==> src/rtl/mmc1_serial_writer_pkg.sv <==
// Shared types and constants for the MMC1 serial register writer.
package mmc1_pkg;

    localparam logic [1:0] REG_CONTROL = 2'b00;
    localparam logic [1:0] REG_CHR0    = 2'b01;
    localparam logic [1:0] REG_CHR1    = 2'b10;
    localparam logic [1:0] REG_PRG     = 2'b11;

    localparam int unsigned DATA_WRITES  = 5;
    localparam int unsigned RESET_WRITES = 1;
    localparam int unsigned BIT_W        = 3;

    typedef enum logic [1:0] {
        IDLE,
        ARM,
        WRITE,
        GAP
    } state_e;

    // Registered view of the synthetic CPU bus, minus M2.
    typedef struct packed {
        logic       romsel_n;
        logic       rw_n;
        logic [1:0] a;
        logic       d7;
        logic       d0;
    } cpu_bus_t;

    function automatic cpu_bus_t bus_idle(input logic [1:0] a);
        cpu_bus_t b;
        b.romsel_n = 1'b1;
        b.rw_n     = 1'b1;
        b.a        = a;
        b.d7       = 1'b0;
        b.d0       = 1'b0;
        return b;
    endfunction

    function automatic cpu_bus_t bus_write(input logic [1:0] a, input logic d7, input logic d0);
        cpu_bus_t b;
        b.romsel_n = 1'b0;
        b.rw_n     = 1'b0;
        b.a        = a;
        b.d7       = d7;
        b.d0       = d7 ? 1'b0 : d0;
        return b;
    endfunction

endpackage

==> src/rtl/mmc1_serial_writer_if.sv <==
// Request handshake plus synthetic NES CPU bus driven by the serial writer.
interface mmc1_serial_writer_if;

    logic       REQ;
    logic       REQ_RESET;
    logic [1:0] REQ_REG;
    logic [4:0] REQ_DATA;
    logic       READY;
    logic       DONE;

    logic       CPU_M2;
    logic       CPU_A13;
    logic       CPU_A14;
    logic       nCPU_ROMSEL;
    logic       nCPU_RW;
    logic       CPU_D0;
    logic       CPU_D7;

    modport master (
        input  REQ, REQ_RESET, REQ_REG, REQ_DATA,
        output READY, DONE,
        output CPU_M2, CPU_A13, CPU_A14, nCPU_ROMSEL, nCPU_RW, CPU_D0, CPU_D7
    );

    modport slave (
        output REQ, REQ_RESET, REQ_REG, REQ_DATA,
        input  READY, DONE,
        input  CPU_M2, CPU_A13, CPU_A14, nCPU_ROMSEL, nCPU_RW, CPU_D0, CPU_D7
    );

endinterface

==> src/rtl/mmc1_serial_writer_m2_phase_gen.sv <==
// Free-running M2 generator; bstb_c marks the CLK edge one cycle after M2 falls.
module m2_phase_gen #(
    parameter int unsigned HALF = 6
) (
    input  logic CLK,
    input  logic nRST,
    output logic m2_q,
    output logic bstb_c
);

    localparam int unsigned PERIOD = 2 * HALF;
    localparam int unsigned PH_W   = $clog2(PERIOD);

    logic [PH_W-1:0] ph_q, ph_d;
    logic            m2_d;

    always_comb begin
        ph_d = ph_q + PH_W'(1);
        if (ph_q == PH_W'(PERIOD - 1)) begin
            ph_d = '0;
        end
        m2_d = (ph_d >= PH_W'(HALF));
    end

    // Bus updates land on the edge that moves ph to 1.
    assign bstb_c = (ph_d == PH_W'(1));

    always_ff @(posedge CLK or negedge nRST) begin
        if (!nRST) begin
            ph_q <= '0;
            m2_q <= 1'b0;
        end else begin
            ph_q <= ph_d;
            m2_q <= m2_d;
        end
    end

endmodule

==> src/rtl/mmc1_serial_writer.sv <==
// Replays one MMC1 register write (or shift reset) as serial CPU bus writes.
module mmc1_serial_writer #(
    parameter int unsigned HALF       = 6,
    parameter int unsigned GAP        = 1,
    parameter bit          AUTO_RESET = 1'b0
) (
    input  logic                        CLK,
    input  logic                        nRST,
    mmc1_serial_writer_if.master        wr_if
);

    import mmc1_pkg::state_e;
    import mmc1_pkg::cpu_bus_t;
    import mmc1_pkg::bus_idle;
    import mmc1_pkg::bus_write;
    import mmc1_pkg::BIT_W;
    import mmc1_pkg::DATA_WRITES;

    localparam int unsigned GAP_W = $clog2(GAP + 1);

    state_e           state_q, state_d;
    logic             req_rst_q, req_rst_d;
    logic [1:0]       reg_q, reg_d;
    logic [4:0]       data_q, data_d;
    logic             pre_q, pre_d;
    logic [BIT_W-1:0] bit_q, bit_d;
    logic [GAP_W-1:0] gap_q, gap_d;
    logic             ready_q, ready_d;
    logic             done_q, done_d;
    cpu_bus_t         cpu_q, cpu_d;

    logic             m2_q;
    logic             bstb_c;
    logic             last_c;

    m2_phase_gen #(.HALF(HALF)) u_m2 (
        .CLK    (CLK),
        .nRST   (nRST),
        .m2_q   (m2_q),
        .bstb_c (bstb_c)
    );

    // A pending pre-reset write is never the last one.
    assign last_c = req_rst_q || (!pre_q && (bit_q == BIT_W'(DATA_WRITES - 1)));

    always_comb begin
        state_d   = state_q;
        req_rst_d = req_rst_q;
        reg_d     = reg_q;
        data_d    = data_q;
        pre_d     = pre_q;
        bit_d     = bit_q;
        gap_d     = gap_q;
        done_d    = 1'b0;
        cpu_d     = cpu_q;

        unique case (state_q)
            mmc1_pkg::IDLE: begin
                if (wr_if.REQ) begin
                    req_rst_d = wr_if.REQ_RESET;
                    reg_d     = wr_if.REQ_REG;
                    data_d    = wr_if.REQ_DATA;
                    bit_d     = '0;
                    pre_d     = AUTO_RESET && !wr_if.REQ_RESET;
                    state_d   = mmc1_pkg::ARM;
                end
            end
            mmc1_pkg::ARM: begin
                if (bstb_c) begin
                    cpu_d   = bus_write(reg_q, pre_q || req_rst_q, data_q[0]);
                    state_d = mmc1_pkg::WRITE;
                end
            end
            mmc1_pkg::WRITE: begin
                if (bstb_c) begin
                    cpu_d = bus_idle(reg_q);
                    if (last_c) begin
                        done_d  = 1'b1;
                        state_d = mmc1_pkg::IDLE;
                    end else begin
                        gap_d   = GAP_W'(GAP);
                        state_d = mmc1_pkg::GAP;
                    end
                end
            end
            mmc1_pkg::GAP: begin
                if (bstb_c) begin
                    gap_d = gap_q - GAP_W'(1);
                    if (gap_d == '0) begin
                        if (pre_q) begin
                            pre_d = 1'b0;
                            cpu_d = bus_write(reg_q, 1'b0, data_q[0]);
                        end else begin
                            bit_d = bit_q + BIT_W'(1);
                            cpu_d = bus_write(reg_q, 1'b0, data_q[bit_d]);
                        end
                        state_d = mmc1_pkg::WRITE;
                    end
                end
            end
            default: begin
                state_d = mmc1_pkg::IDLE;
            end
        endcase

        ready_d = (state_d == mmc1_pkg::IDLE);
    end

    always_ff @(posedge CLK or negedge nRST) begin
        if (!nRST) begin
            state_q   <= mmc1_pkg::IDLE;
            req_rst_q <= 1'b0;
            reg_q     <= '0;
            data_q    <= '0;
            pre_q     <= 1'b0;
            bit_q     <= '0;
            gap_q     <= '0;
            ready_q   <= 1'b1;
            done_q    <= 1'b0;
            cpu_q     <= bus_idle(2'b00);
        end else begin
            state_q   <= state_d;
            req_rst_q <= req_rst_d;
            reg_q     <= reg_d;
            data_q    <= data_d;
            pre_q     <= pre_d;
            bit_q     <= bit_d;
            gap_q     <= gap_d;
            ready_q   <= ready_d;
            done_q    <= done_d;
            cpu_q     <= cpu_d;
        end
    end

    assign wr_if.READY       = ready_q;
    assign wr_if.DONE        = done_q;
    assign wr_if.CPU_M2      = m2_q;
    assign wr_if.CPU_A14     = cpu_q.a[1];
    assign wr_if.CPU_A13     = cpu_q.a[0];
    assign wr_if.nCPU_ROMSEL = cpu_q.romsel_n;
    assign wr_if.nCPU_RW     = cpu_q.rw_n;
    assign wr_if.CPU_D0      = cpu_q.d0;
    assign wr_if.CPU_D7      = cpu_q.d7;

endmodule
==> src/flat_wrapper.sv <==
// flat-port wrapper written by rule: the top's interface ports become plain ports
module mmc1_serial_writer_flat import mmc1_pkg::state_e; import mmc1_pkg::cpu_bus_t; import mmc1_pkg::bus_idle; import mmc1_pkg::bus_write; import mmc1_pkg::BIT_W; import mmc1_pkg::DATA_WRITES;
#(
    parameter int unsigned HALF       = 6,
    parameter int unsigned GAP        = 1,
    parameter bit          AUTO_RESET = 1'b0
)
  (CLK, nRST, wr_if_REQ, wr_if_REQ_RESET, wr_if_REQ_REG, wr_if_REQ_DATA, wr_if_READY, wr_if_DONE, wr_if_CPU_M2, wr_if_CPU_A13, wr_if_CPU_A14, wr_if_nCPU_ROMSEL, wr_if_nCPU_RW, wr_if_CPU_D0, wr_if_CPU_D7);
  mmc1_serial_writer_if wr_if_i ();
  input  logic CLK;
  input  logic nRST;
  input wire logic [$bits(wr_if_i.REQ)-1:0] wr_if_REQ;
  input wire logic [$bits(wr_if_i.REQ_RESET)-1:0] wr_if_REQ_RESET;
  input wire logic [$bits(wr_if_i.REQ_REG)-1:0] wr_if_REQ_REG;
  input wire logic [$bits(wr_if_i.REQ_DATA)-1:0] wr_if_REQ_DATA;
  output wire logic [$bits(wr_if_i.READY)-1:0] wr_if_READY;
  output wire logic [$bits(wr_if_i.DONE)-1:0] wr_if_DONE;
  output wire logic [$bits(wr_if_i.CPU_M2)-1:0] wr_if_CPU_M2;
  output wire logic [$bits(wr_if_i.CPU_A13)-1:0] wr_if_CPU_A13;
  output wire logic [$bits(wr_if_i.CPU_A14)-1:0] wr_if_CPU_A14;
  output wire logic [$bits(wr_if_i.nCPU_ROMSEL)-1:0] wr_if_nCPU_ROMSEL;
  output wire logic [$bits(wr_if_i.nCPU_RW)-1:0] wr_if_nCPU_RW;
  output wire logic [$bits(wr_if_i.CPU_D0)-1:0] wr_if_CPU_D0;
  output wire logic [$bits(wr_if_i.CPU_D7)-1:0] wr_if_CPU_D7;
  assign wr_if_i.REQ = wr_if_REQ;
  assign wr_if_i.REQ_RESET = wr_if_REQ_RESET;
  assign wr_if_i.REQ_REG = wr_if_REQ_REG;
  assign wr_if_i.REQ_DATA = wr_if_REQ_DATA;
  assign wr_if_READY = wr_if_i.READY;
  assign wr_if_DONE = wr_if_i.DONE;
  assign wr_if_CPU_M2 = wr_if_i.CPU_M2;
  assign wr_if_CPU_A13 = wr_if_i.CPU_A13;
  assign wr_if_CPU_A14 = wr_if_i.CPU_A14;
  assign wr_if_nCPU_ROMSEL = wr_if_i.nCPU_ROMSEL;
  assign wr_if_nCPU_RW = wr_if_i.nCPU_RW;
  assign wr_if_CPU_D0 = wr_if_i.CPU_D0;
  assign wr_if_CPU_D7 = wr_if_i.CPU_D7;
  mmc1_serial_writer #(.HALF(HALF), .GAP(GAP), .AUTO_RESET(AUTO_RESET)) u_core (.CLK(CLK), .nRST(nRST), .wr_if(wr_if_i));
endmodule
==> config.mk <==
export PLATFORM = sky130hd
export DESIGN_NAME = mmc1_serial_writer_flat
export DESIGN_NICKNAME = d
export VERILOG_FILES = /design/src/rtl/mmc1_serial_writer_pkg.sv /design/src/rtl/mmc1_serial_writer_if.sv /design/src/rtl/mmc1_serial_writer_m2_phase_gen.sv /design/src/rtl/mmc1_serial_writer.sv /design/src/flat_wrapper.sv
export SDC_FILE = /design/constraint.sdc
export NUM_CORES = 1
export LEC_CHECK = 0
export ABC_AREA = 1
export BUFFER_PORTS_ARGS = -buffer_cell sky130_fd_sc_hd__buf_2
export CORE_UTILIZATION = 35
export CTS_CLUSTER_SIZE = 25
export DETAILED_ROUTE_END_ITERATION = 16
export PLACE_DENSITY = 0.65
export SETUP_SLACK_MARGIN = 0.3
export SLEW_MARGIN = 0
export SYNTH_ARGS = -nofsm -noshare
export SYNTH_HDL_FRONTEND = slang
export SYNTH_SLANG_ARGS = --single-unit
==> constraint.sdc <==
create_clock -name CLK -period 4.8 [get_ports CLK]
set_clock_uncertainty 0.2 [all_clocks]
set_input_delay 0.96 -clock CLK [delete_from_list [all_inputs] [get_ports CLK]]
set_output_delay 0.96 -clock CLK [all_outputs]
set_load 0.1 [all_outputs]
[After elaboration in Yosys (flattened, before gate mapping)]
Index checks and enable logic that the tools add are counted.
Storage, ports and cells
  flip-flop bits (word level): 28
  logic and storage cells: 81
Operators by class
  add/subtract/negate cells: 3
  $lt $le $gt $ge: 2
  equality and inequality tests: 13
  multiplexer cells: 33
  reductions and logical operators: 14
Operators by type and width (number)
  $mux 6: 4
  $pmux 6 s3: 1
  $mux 1: 12
  $mux 2: 6
  $mux 3: 4
  $reduce_and 5->1: 2
  $ne 2x2->1 const B: 4
  $pmux 2 s4: 1
  $reduce_and 4->1: 2
  $ne 2x1->1 const B: 3
  $pmux 3 s2: 1
  $add 4x1->4 const B: 1
  $eq 2x2->1 const B: 2
  $eq 4x1->1 const B: 1
  $eq 4x4->1 const B: 1
  $ge 4x3->1 const B: 1
  $logic_not 2->1: 2
  $lt 3x4->1 const B: 1
  $mux 4: 1
  $pmux 1 s2: 2
  $reduce_bool 2->1: 2
  $add 3x1->3 const B: 1
  $bmux 1 s3: 1
  $eq 3x3->1 const B: 1
  7 further kinds: 8

[Depth between registers and ports, before layout]
Gate-level depths: netlist of run 1.
  depth after elaboration: 7
  mapped depth: 10
  mapped depth without buffers: 10

[Hierarchy]
From an unflattened synthesis of run 1, not the netlist that was laid out.
Second synthesis, totals
  cell total of the unflattened synthesis: 135
  area total of the unflattened synthesis: 1268.7 um^2
By module, submodules not included
  mmc1_serial_writer: instances 1, cells each 104, area each 987.2 um^2
  m2_phase_gen: instances 1, cells each 31, area each 281.5 um^2

[Least setup slack after synthesis of run 1]
OpenSTA, ideal clock, no wires.
  path type: register -> output
  from: register u_core.cpu_q, in the netlist u_core.wr_if.nCPU_RW
  to: output wr_if_nCPU_RW
  data arrival time: 1.227 ns
  path slack: 2.413 ns
  stages on the path, launching flop included: 2
  path buffers: 1
  path through: dfstp_2 > buf_4
RTL lines
  start, declared: RTL line mmc1_serial_writer.sv:30  | cpu_bus_t cpu_q, cpu_d;
  start signal, assigned: RTL line mmc1_serial_writer.sv:120  | cpu_q <= bus_idle(2'b00);
  start signal, assigned: RTL line mmc1_serial_writer.sv:131  | cpu_q <= cpu_d;
  end, declared: RTL line flat_wrapper.sv:22  | output wire logic [$bits(wr_if_i.nCPU_RW)-1:0] wr_if_nCPU_RW;
No word-level cell between the ends.

==> impl_metrics.ini, run 1 <==
[setup_path]
cp_slowest_cell = dfstp_2
critPathLaunchType = flop
slowest_delay_ps = 550
cp.arrival_ps = 1230
setup.worst_path.class = flop to primary output
worst-path-buf-inv = 1
crit_chain = buf_2
end_kind = primary output
critPathTopFamily = flip-flops
critPathRequiredTime_ps = 3640
crit_fanout = 3

[synthesis]
synth_fp_nets = 163
syn-cell-area_um2 = 1300
yosysMostFrequentCell = nand2_1
ys_types = 26
synth-seq-cells = 26
synthTopCellsByArea = dfrtp_1 46%, nand2_1 11%, inv_1 5.5%
synth_cells = 147
synth-async-reset-ratio_pct = 100
synth-edff-count = 0
synth_warnings = 0
synth_top_area_cell = dfrtp_1
syn_avg_cell_area_um2 = 8.86
synth.yosys.seq_area_share_pct = 50.1
synth_top_area_share_pct = 46.1
ys_top_cells_by_count = 37 x nand2_1, 24 x dfrtp_1, 19 x inv_1
synth_ff_type = dfrtp_1

[job]
cap_violations = 0

[finish]
fin_nets = 185
drive_gt1_share_pct = 25.0
final.fill_count = 334
finish.instance_area_um2 = 1510
syn2layout_area_growth_pct = 16.2
antennaDiodeCount = 0

[sta]
period_share_pct = 49.9
slew_violations = 0
finalHoldViolCount = 0
finalSetupTns_ps = 0
tightest_slew_ps = 549
max_freq_ghz = 0.418
setup_viol = 0
grt_setup_unrepaired = no
relSlewSlack_pct = 63.4
hold_ws_ps = 284
fin_crit_ps = 2390

[placed_design]
portBuffers = 19
globalplace.congestion = 0.835
place.detailed.hpwl_um = 1660
place_area_um2 = 1440

[floorplan]
io_pins = 20
die_y_um = 63.0
dieWidth_um = 63.0
num_rows = 21
start_util_pct = 37.8
core_area_um2 = 3440
die-area_um2 = 3970

[grt]
antenna_found_initial = 0
grt_pass1_wl_um = 3770
grt_usage_pct = 12.2
grt_overflow = 0
grt_pass1_vias = 934
grt_max_degree = 27

[clock_tree]
htree_levels = 1
cts_tree = yes
cts_hold_buf = 0
clk_pin_slew_ps = 80
numCtsBuffers = 3
clk_path_buf_depth = 2
post-cts-setup-buffer-count = 0
cts.sinks = 26
ctsResizeCount = 0
clockRootBuffer = clkbuf_8
clk_latency_ps = 260

[drt]
wl_um = 2090
num_vias = 962
wl_per_cell_um = 9.79
dr.first_iter.drc_count = 41
vias_per_cell = 4.50
first_pass_iters = 4
final_antenna_net_count = 0
remaining_drc_errors = 0

[power_and_ir_drop]
leakagePower_nw = 0.780
ir_worst_vdd_uv = 108
powerDensity_nw_per_um2 = 265
total_power_mw = 0.401

[run_status]
outcome = completed

[min_path]
min_path_type = flop to flop
[state kept, by name, indices dropped and copies added, names as in the netlist, 2 cells and up]
name	count
u_core.state_q	2
u_core.bit_q	3
u_core.reg_q	2
u_core.data_q	5
u_core.u_m2.ph_q	4
[cells by family after synthesis]
kind of cell,Yosys count,synth area share (%)
compound gates,22,10.6
xor+xnor,1,0.673
fa+ha+maj,5,4.80
buf+inv,23,7.01
flops,26,50.1
simple gates,70,26.8
[area by class of cell]
class | count | area, um2 | area share, %
Sequential cell | 26 | 653 | 43.1
Tap cell | 46 | 57.6 | 3.80
Multi-Input combinational cell | 98 | 558 | 36.9
Clock inverter | 1 | 30.0 | 1.98
Clock buffer | 3 | 41.3 | 2.73
Inverter | 21 | 78.8 | 5.21
Timing Repair Buffer | 19 | 95.1 | 6.28
[per-layer routing]
metal | track usage, % | wire length [um]
met3 | 2.19 | 61
met1 | 13.6 | 966
met2 | 21.8 | 1020
met4 | 6.10 | 43
met5 | 0 | 0
[final timing paths]
kind                                                  startpoint                          endpoint  slack (ps)  cells past startpoint
worst max-delay path            u_core.wr_if.nCPU_RW$_DFFE_PN1P_                 wr_if_nCPU_ROMSEL        2410                      1
worst min-delay path                u_core.data_q[1]$_DFFE_PN0P_      u_core.data_q[1]$_DFFE_PN0P_         280                      2
worst max register to register     u_core.u_m2.ph_q[0]$_DFF_PN0_       u_core.bit_q[0]$_DFFE_PN0P_        2930                      9
worst min register to register      u_core.data_q[1]$_DFFE_PN0P_      u_core.data_q[1]$_DFFE_PN0P_         280                      2
max in group asynchronous                                   nRST  u_core.wr_if.nCPU_RW$_DFFE_PN1P_        3560                      1
min in group asynchronous                                   nRST       u_core.state_q[1]$_DFF_PN0_         470                      1
[cell usage in the layout, fill, tap and decap left out, types with 2 or more instances in the layout]
| master | instances |
|---|---|
| nand2_1 | 37 |
| dfrtp_1 | 24 |
| inv_1 | 19 |
| buf_2 | 19 |
| nand3_1 | 10 |
| o21ai_1 | 10 |
| nor2_1 | 8 |
| ha_1 | 5 |
| a21oi_1 | 4 |
| nand2_2 | 3 |
| o21ai_2 | 3 |
| clkbuf_8 | 3 |
| inv_2 | 2 |
| nand4_1 | 2 |
| nand3_2 | 2 |
| nand2_4 | 2 |
| nor2_4 | 2 |
| o21ai_0 | 2 |
| nor3_1 | 2 |
| dfstp_2 | 2 |
[through the flow]
stage | worst slack, ps | utilization [%] | cells
2_1_floorplan | 2410 | - | 147
3_3_place_gp | 2710 | 41.9 | 210
3_5_place_dp | 2690 | 41.9 | 210
4_1_cts | 2390 | 44.0 | 214
5_1_grt | 2370 | 44.0 | 214
6_report | 2410 | 44.0 | 214
[power by group]
| group | total (mW) | internal, mW | switching, mW |
|---|---|---|---|
| combinational | 0.00769 | 0.00280 | 0.00489 |
| clock | 0.175 | 0.111 | 0.0633 |
| sequential | 0.219 | 0.219 | 0 |
| total | 0.401 | 0.333 | 0.0682 |
[worst register-to-register path, stage by stage (launching register included)]
cell and delay, ps:
dfrtp_1 430, ha_1 280, nand2_1 140, nand2_2 90, nand2_1 110, nand2_2 70, nor2_4 140, nand3_2 130
nand3_1 90, o21ai_1 60
(Power assumes the default switching activity.)
==> inputs of run 2 (changes only) <==
Settings changed: PLACE_DENSITY 0.65 to 0.67.
Clock period 4.8 ns to 2 ns, I/O delays scaled along.
==> run 2 against run 1 <==
Compared with the run above:
- flip-flop and latch count did not move
- cell count rose by 2.8%
- first-iteration DRC count fell by 32%
- largest power group unchanged
- count of clock-buffer cells in the layout rose by 1
- sequential power up 140%
- largest cell class unchanged
- clock power grew 92%
- register-to-register slack got worse by 2700 ps
- utilization is 4.1 points higher
- cell area up 9.3%
- setup slack got worse by 2200 ps
==> impl_metrics.ini, run 2 (synthesis gave the netlist of run 1 again) <==
[run_status]
outcome = completed

[sta]
period_share_pct = 90.2
finalSetupTns_ps = 0
hold_ws_ps = 120
setup_viol = 0
fin_crit_ps = 1800
grt_setup_unrepaired = yes
relSlewSlack_pct = 62.0
max_freq_ghz = 0.554
slew_violations = 0
finalHoldViolCount = 0
tightest_slew_ps = 571

[power_and_ir_drop]
ir_worst_vdd_uv = 214
pwr-share-comb_pct = 2.3
p_int_mw = 0.709
powerDensity_nw_per_um2 = 533
leakagePower_nw = 0.816
power_frac_clock_pct = 38.2
switchingPower_mw = 0.173
switching_share_pct = 19.6
seqPwrFrac_pct = 59.6

[finish]
antennaDiodeCount = 0
final.fill_count = 333
drive_gt1_share_pct = 36.2
largest_reg_flops = 5
final_common_cell = nand2_1
reg_top3 = u_core.data_q: 5 flops, u_core.u_m2.ph_q: 4 flops, u_core.bit_q: 3 flops
syn2layout_area_growth_pct = 27.1
multi_input_area_um2 = 637
regArea_um2 = 659
fin_nets = 191
final_cell_mix = 31 x nand2_1, 22 x dfrtp_1, 18 x inv_1
regMostFlops = u_core.data_q

[drt]
vias_per_cell = 4.75
remaining_drc_errors = 0
dr.first_iter.drc_count = 28
first_pass_iters = 4
wl_per_cell_um = 11.2
num_vias = 1045
final_antenna_net_count = 0
wl_um = 2460

[setup_path]
crit_fanout = 5
critPathLaunchType = flop
setup.worst_path.class = flop to flop
cp.arrival_ps = 1770
end_kind = flop
critPathRequiredTime_ps = 1970

[job]
cap_violations = 0

[clock_tree]
clk_pin_slew_ps = 90
cts_tree = yes
numCtsBuffers = 3
htree_levels = 1
clk_path_buf_depth = 2
clk_latency_ps = 270
clockRootBuffer = clkbuf_8
cts.sinks = 26

[floorplan]
dieWidth_um = 63.0
num_rows = 21
core_area_um2 = 3440
start_util_pct = 37.8
die-area_um2 = 3970
die_y_um = 63.0
io_pins = 20

[grt]
grt_usage_pct = 13.5
antenna_found_initial = 0
grt_pass1_vias = 985
grt_pass1_wl_um = 4260
grt_max_degree = 27
grt_overflow = 0

[placed_design]
place.detailed.hpwl_um = 1700
portBuffers = 19
globalplace.congestion = 0.770

[min_path]
min_path_type = input pin to flop
## run 2: final cells by class
| type | count | share of cell area, % |
|---|---|---|
| Tap cell | 46 | 3.48 |
| Multi-Input combinational cell | 99 | 38.5 |
| Sequential cell | 26 | 39.8 |
| Timing Repair Buffer | 24 | 10.1 |
| Inverter | 21 | 4.76 |
| Clock buffer | 4 | 3.33 |
## run 2: critical path, stage by stage (launching register included)
cell and delay [ps]:
dfrtp_2 450, inv_1 90, ha_1 200, inv_1 90
a21oi_4 190, nand2_4 100, nor2_4 170, nand2_4 90
nand2_1 80, o21ai_2 50
## run 2: repair_timing
item                       in CTS  in global routing
hold buffers                    1                  0
gates resized for setup         9                 19
buffers inserted                1                  3
pin swaps                       2                 12
cloned                          0                  1
hold endpoints to repair       24                  0
setup endpoints to repair      13                 15
## run 2: final timing paths
check,start,end,slack [ps],cells past startpoint
setup / recovery,u_core.u_m2.ph_q[0]$_DFF_PN0_,u_core.wr_if.CPU_D0$_DFFE_PN0P_,200,9
hold / removal,wr_if_REQ_DATA[3],u_core.data_q[3]$_DFFE_PN0P_,120,3
setup reg to reg,u_core.u_m2.ph_q[0]$_DFF_PN0_,u_core.wr_if.CPU_D0$_DFFE_PN0P_,200,9
hold reg to reg,u_core.data_q[4]$_DFFE_PN0P_,u_core.data_q[4]$_DFFE_PN0P_,280,2
max in group asynchronous,nRST,u_core.bit_q[0]$_DFFE_PN0P_,750,2
min in group asynchronous,nRST,u_core.u_m2.ph_q[3]$_DFF_PN0_,450,2
## run 2: per-layer routing
metal	vias up	GRT usage (%)	share of wire [%]
met1	499	17.6	49
met4	0	5.52	1.8
met2	17	22.0	47
met3	4	2.19	2.2
met5	-	0	0
li1	525	-	-
## run 2: metrics by stage
| stage | total power [mW] | cells | worst slack (ps) | utilization (%) | cell area (um2) |
|---|---|---|---|---|---|
| 2_1_floorplan | 0.536 | 147 | 344 | - | 1310 |
| 3_3_place_gp | 0.556 | 210 | 261 | 42.1 | 1450 |
| 3_5_place_dp | 0.555 | 210 | 249 | 42.1 | 1450 |
| 4_1_cts | 0.889 | 216 | 217 | 45.1 | 1550 |
| 5_1_grt | 0.913 | 220 | 87.4 | 48.1 | 1660 |
| 6_report | 0.882 | 220 | 195 | 48.1 | 1660 |
## run 2: power by group through the flow
stage	clock, mW	combinational, mW	sequential (mW)
detailed placement	0	0.0198	0.536
finish	0.336	0.0202	0.525
global placement	0	0.0200	0.536
global route	0.364	0.0235	0.525
CTS	0.343	0.0212	0.525
floorplan	0	0.000000861	0.536
